$ cat src/rtl/controller_mem_bus.sv
// CPU memory-bus front end: decodes valid/ready requests to program/data RAM port A,
// the peripheral register bus, or an unmapped-address error, all outputs registered.
module controller_mem_bus #(
  parameter logic [3:0]  PER_NIBBLE = 4'h8,
  parameter int unsigned TIMEOUT    = 256
) (
  input  logic        clk,
  input  logic        reset_n,
  input  logic        cpu_valid,
  input  logic [31:0] cpu_addr,
  input  logic [31:0] cpu_wdata,
  input  logic [3:0]  cpu_wstrb,
  output logic        cpu_ready,
  output logic [31:0] cpu_rdata,
  output logic [11:0] ram_addr,
  output logic [31:0] ram_d,
  output logic        ram_we,
  output logic [3:0]  ram_bytesel,
  input  logic [31:0] ram_q,
  output logic        per_req,
  output logic [31:0] per_addr,
  output logic [31:0] per_wdata,
  output logic [3:0]  per_wstrb,
  input  logic        per_ack,
  input  logic [31:0] per_rdata,
  output logic        bus_err,
  input  logic        bus_err_clr
);

  typedef enum logic [2:0] {
    S_IDLE, S_RAM_ACC, S_RAM_WAIT, S_PER_WAIT, S_DONE
  } state_t;

  localparam logic [15:0] CNT_LAST = 16'(TIMEOUT - 1);

  state_t      state_q, state_d;
  logic [15:0] cnt_q, cnt_d;
  logic        wr_q, wr_d;
  logic        cpu_ready_q, cpu_ready_d;
  logic [31:0] cpu_rdata_q, cpu_rdata_d;
  logic [11:0] ram_addr_q, ram_addr_d;
  logic [31:0] ram_d_q, ram_d_d;
  logic        ram_we_q, ram_we_d;
  logic [3:0]  ram_bytesel_q, ram_bytesel_d;
  logic        per_req_q, per_req_d;
  logic [31:0] per_addr_q, per_addr_d;
  logic [31:0] per_wdata_q, per_wdata_d;
  logic [3:0]  per_wstrb_q, per_wstrb_d;
  logic        bus_err_q, bus_err_d;
  logic        err_set;

  logic sel_ram, sel_per, req_wr, cnt_last;
  assign sel_ram  = (cpu_addr[31:14] == '0);
  assign sel_per  = (cpu_addr[31:28] == PER_NIBBLE);
  assign req_wr   = |cpu_wstrb;
  assign cnt_last = (cnt_q == CNT_LAST);

  always_ff @(posedge clk or negedge reset_n) begin
    if (!reset_n) begin
      state_q       <= S_IDLE;
      cnt_q         <= '0;
      wr_q          <= 1'b0;
      cpu_ready_q   <= 1'b0;
      cpu_rdata_q   <= '0;
      ram_addr_q    <= '0;
      ram_d_q       <= '0;
      ram_we_q      <= 1'b0;
      ram_bytesel_q <= '0;
      per_req_q     <= 1'b0;
      per_addr_q    <= '0;
      per_wdata_q   <= '0;
      per_wstrb_q   <= '0;
      bus_err_q     <= 1'b0;
    end else begin
      state_q       <= state_d;
      cnt_q         <= cnt_d;
      wr_q          <= wr_d;
      cpu_ready_q   <= cpu_ready_d;
      cpu_rdata_q   <= cpu_rdata_d;
      ram_addr_q    <= ram_addr_d;
      ram_d_q       <= ram_d_d;
      ram_we_q      <= ram_we_d;
      ram_bytesel_q <= ram_bytesel_d;
      per_req_q     <= per_req_d;
      per_addr_q    <= per_addr_d;
      per_wdata_q   <= per_wdata_d;
      per_wstrb_q   <= per_wstrb_d;
      bus_err_q     <= bus_err_d;
    end
  end

  always_comb begin
    state_d = state_q;
    unique case (state_q)
      S_IDLE: begin
        if (cpu_valid) begin
          if (sel_ram)      state_d = S_RAM_ACC;
          else if (sel_per) state_d = S_PER_WAIT;
          else              state_d = S_DONE;
        end
      end
      S_RAM_ACC:  state_d = S_RAM_WAIT;
      S_RAM_WAIT: state_d = S_DONE;
      S_PER_WAIT: if (per_ack || cnt_last) state_d = S_DONE;
      S_DONE:     state_d = S_IDLE;
      default:    state_d = S_IDLE;
    endcase
  end

  always_comb begin
    cnt_d         = cnt_q;
    wr_d          = wr_q;
    cpu_ready_d   = 1'b0;
    cpu_rdata_d   = cpu_rdata_q;
    ram_addr_d    = ram_addr_q;
    ram_d_d       = ram_d_q;
    ram_we_d      = 1'b0;
    ram_bytesel_d = ram_bytesel_q;
    per_req_d     = per_req_q;
    per_addr_d    = per_addr_q;
    per_wdata_d   = per_wdata_q;
    per_wstrb_d   = per_wstrb_q;
    err_set       = 1'b0;
    unique case (state_q)
      S_IDLE: begin
        if (cpu_valid) begin
          wr_d = req_wr;
          if (sel_ram) begin
            ram_addr_d    = cpu_addr[13:2];
            ram_d_d       = cpu_wdata;
            ram_bytesel_d = req_wr ? cpu_wstrb : 4'hF;
            ram_we_d      = req_wr;
          end else if (sel_per) begin
            per_addr_d  = cpu_addr;
            per_wdata_d = cpu_wdata;
            per_wstrb_d = cpu_wstrb;
            per_req_d   = 1'b1;
            cnt_d       = '0;
          end else begin
            cpu_rdata_d = 32'hFFFF_FFFF;
            cpu_ready_d = 1'b1;
            err_set     = 1'b1;
          end
        end
      end
      // ram_q now reflects the address the RAM sampled at the end of RAM_ACC
      S_RAM_WAIT: begin
        cpu_rdata_d = wr_q ? 32'h0 : ram_q;
        cpu_ready_d = 1'b1;
      end
      S_PER_WAIT: begin
        if (per_ack) begin
          cpu_rdata_d = wr_q ? 32'h0 : per_rdata;
          per_req_d   = 1'b0;
          cpu_ready_d = 1'b1;
        end else if (cnt_last) begin
          cpu_rdata_d = 32'hFFFF_FFFF;
          per_req_d   = 1'b0;
          cpu_ready_d = 1'b1;
          err_set     = 1'b1;
        end else begin
          cnt_d = cnt_q + 16'd1;
        end
      end
      default: ;
    endcase
    bus_err_d = err_set ? 1'b1 : (bus_err_clr ? 1'b0 : bus_err_q);
  end

  assign cpu_ready   = cpu_ready_q;
  assign cpu_rdata   = cpu_rdata_q;
  assign ram_addr    = ram_addr_q;
  assign ram_d       = ram_d_q;
  assign ram_we      = ram_we_q;
  assign ram_bytesel = ram_bytesel_q;
  assign per_req     = per_req_q;
  assign per_addr    = per_addr_q;
  assign per_wdata   = per_wdata_q;
  assign per_wstrb   = per_wstrb_q;
  assign bus_err     = bus_err_q;

endmodule

$ cat config.mk
export PLATFORM = sky130hd
export DESIGN_NAME = controller_mem_bus
export DESIGN_NICKNAME = d
export VERILOG_FILES = /design/src/rtl/controller_mem_bus.sv
export SDC_FILE = /design/constraint.sdc
export NUM_CORES = 1
export LEC_CHECK = 0
export ABC_CLOCK_PERIOD_IN_PS = 1800
export BUFFER_PORTS_ARGS = -buffer_cell sky130_fd_sc_hd__buf_4
export CAP_MARGIN = 20
export CORE_MARGIN = 3
export CORE_UTILIZATION = 44
export DETAILED_ROUTE_END_ITERATION = 10
export PLACE_DENSITY = 0.79
export SYNTH_ARGS = -nofsm -noshare
export SYNTH_HDL_FRONTEND = slang
export SYNTH_SLANG_ARGS = --single-unit
$ cat constraint.sdc
create_clock -name clk -period 1.8 [get_ports clk]
set_clock_uncertainty 0.05 [all_clocks]
set_input_delay 0 -clock clk [delete_from_list [all_inputs] [get_ports clk]]
set_output_delay 0 -clock clk [all_outputs]
set_load 0.03 [all_outputs]
==> summary.md <==
| Metric | Value |
|---|---|
| Vias in the first global route | 7557 |
| Total grt overflow | 0 |
| Placed insts | 1183 |
| Synthesized area per cell | 10.76 µm² |
| Final slew viol count | 0 |
| Top post-synthesis cells by area | dfrtp_1, nand2_1, mux2_1, mux2i_1, o221ai_1 |
| DR iter-0 viols | 388 |
| Synthesized area | 7208 µm² |
| Setup TNS | -4.632 ns |
| Final Power | 11130 µW |
| Max Cap Viol | 0 |
| Detailed Place HPWL | 14.95 mm |
| TritonCTS clock tree | yes |
| GRT Util Overall | 27.71% |
| Top post-synthesis cells by count | nand2_1, dfrtp_1, mux2_1 |
| Final instance area | 12320 µm² |
| Die height | 134.0 µm |
| Worst-Margin Slew | 0.4862 ns |
| Synth top area share | 59.71% |
| Post-synth EDFFs | 0 |
| Fin crit share | 106.9% |
| NetSw | 3548 µW |
| Yosys warnings | 0 |
| Sequential share of power | 41.1% |
| Post-synthesis cell count | 670 |
| Clock power frac | 32.3% |
| Fraction of layout cells with a size suffix above 1 | 38.43% |
| Longest Clk Path Bufs | 2 |
| Sw Share | 31.88% |
| Critical Setup Path Class | flop to flop |
| Logic pwr share | 26.6% |
| Worst slew margin | 67.59% |
| Drt pass-1 iters | 5 |
| Final Setup Violations | 73 |
| Crit path max fanout | 5 |
| First-pass GRT wire length | 39.20 mm |
| Initial Util | 45.21% |
| CTS Sinks | 172 |
| Initial antenna violation count | 1 |
| Failing checks | setup timing |
| # H-tree levels | 4 |
| Die X-Extent | 134.0 µm |
| CTS root buffer | clkbuf_16 |
| RSZ-0062 raised after global routing | yes |
| Fin crit period | 1.924 ns |
| CTS buffer count | 17 |
| Max IR drop VDD | 0.6474 mV |
| Worst-path clk slew | 0.07 ns |
| Finished Layout Cells | 1362 |
| Worst setup SP type | flop |
| Setup ws final | -0.1240 ns |
| WP data required | 2.08 ns |
| Most common cell in the synthesized netlist | nand2_1 |
| # nets final | 1270 |
| Leak | 0.006406 µW |
| Fmax | 519.7 MHz |
| Antenna-violating nets left | 0 |
| Pint | 7581 µW |
| Largest net degree at the start of global routing | 49 |
| Vias | 7218 |
| Wire per inst | 19.47 µm |
| Pwr Density | 903.4 nW/µm² |
| Ys async rst share | 100.0% |
| Post-synth top area cell | dfrtp_1 |
| Post-synth net total | 808 |
| Crit path DAT | 2.20 ns |
| Status | finished with violations |
| Placed Area | 9945 µm² |
| Top_reg_cell synth | dfrtp_1 |
| Final hold vios | 0 |
| Worst-Skew Late Latency | 0.42 ns |
| Total core area | 15940 µm² |
| Via/cell ratio | 5.300 |
| Rows | 46 |
| Seq/Total Area, Yosys | 59.71% |
| Critical Path Sink Type | flop |
| DR DRC count | 0 |
| I/O Buffers | 288 |
| Cell variety after synth | 47 |
| Finished Core Util | 77.27% |
| Routed wire length | 26.52 mm |
| I/O Pins | 289 |
| Final Wtd Congestion | 0.8949 |
| Die Area | 17950 µm² |
| Area grow syn2layout | 70.91% |
| HP Class | input port to async pin |
| Seq cells post-synth | 172 |
## what timing repair did
item | 4_1_cts | 5_1_grt
gates resized for setup | 7 | 54
gates cloned | 0 | 7
pin swaps | 0 | 6
hold buffers | 132 | 0
setup endpoints to repair | 44 | 92
hold endpoints to repair | 321 | 0
setup buffers | 0 | 10
## worst max-delay path: stages (launching register included)
cell and delay [ns]:
dfrtp_1 0.41, nor4b_4 0.30, buf_4 0.16, buf_6 0.10, nand2b_4 0.05, a21oi_4 0.21, nor3_4 0.08, buf_12 0.14
buf_8 0.13, mux2i_1 0.20
## sequential cells by signal (all words and copies together), names as in the netlist
signal / cells
cpu_rdata: 32
per_addr: 32
per_wdata: 32
ram_d: 32
cnt_q: 16
ram_addr: 12
per_wstrb: 4
ram_bytesel: 4
state_q: 3
bus_err: 1
cpu_ready: 1
per_req: 1
ram_we: 1
wr_q: 1
## final timing paths
path	slack, ns	end	startpoint	cells after the start
max in group asynchronous	0.94	per_addr[2]	reset_n	3
worst max-delay path	-0.12	cpu_rdata[17]	state_q[0]	9
worst min-delay path	0.05	cpu_rdata[30]	reset_n	2
worst min register to register	0.43	per_addr[31]	per_addr[31]	1
worst max register to register	-0.12	cpu_rdata[17]	state_q[0]	9
min in group clk	0.11	state_q[1]	cpu_addr[30]	5
## stage by stage
stage / setup slack, ns / hold slack [ns]
3_5_place_dp: -0.04695 / -0.06867
6_report: -0.1240 / 0.04599
3_3_place_gp: -0.001756 / -0.06568
5_1_grt: -0.1974 / 0.06971
2_1_floorplan: -0.01698 / -0.3456
4_1_cts: -0.05041 / 0.04804
## power groups by stage
stage | logic [µW] | registers (µW) | clock network [µW]
after floorplan | 450 | 5440 | 0
after global placement | 2520 | 4590 | 0
after detailed placement | 2560 | 4610 | 0
after CTS | 2810 | 4550 | 3630
after global routing | 3110 | 4610 | 3820
final | 2960 | 4570 | 3600
## cell type report
cell class	count	area [µm²]
Tap cell	216	270.3
Antenna cell	1	2.502
Inverter	31	116.4
Clock inverter	11	108.9
Timing Repair Buffer	482	4222
Clock buffer	21	470.5
Sequential cell	172	4304
Fill cell	958	3623
Multi-Input combinational cell	428	2825
## cells in the final DEF (no fill, tap or decap), types with 11 or more instances in the layout
cell type,netlist,layout
a22oi_1,12,12
buf_12,0,12
buf_4,4,323
clkbuf_16,0,22
dfrtp_1,172,172
dlygate4sd3_1,0,132
inv_1,29,29
mux2_1,40,16
mux2_4,0,28
mux2i_1,22,20
nand2_1,201,200
nor2_1,15,14
nor3_1,12,11
o221ai_1,21,21
## cell families (layout without fill, tap and decap cells)
kind of cell | Yosys count | count (layout) | share of synthesized area (%)
compound gates | 79 | 79 | 7.985
xor+xnor | 10 | 10 | 1.215
other cells | 0 | 1 | 0
fa+ha+maj | 1 | 1 | 0.1736
flops | 172 | 172 | 59.71
buf+inv | 70 | 545 | 4.253
simple gates | 272 | 272 | 16.73
mux | 66 | 66 | 9.929
## routing by layer
metal	part of all wire [%]	up-vias	GRT usage [%]
met2	52	361	48.51
met1	37	3561	32.04
met3	6.1	102	6.752
li1	-	3194	-
met5	0	-	0
met4	4.6	0	13.09
No activity file was read; power rests on OpenSTA's default activity.
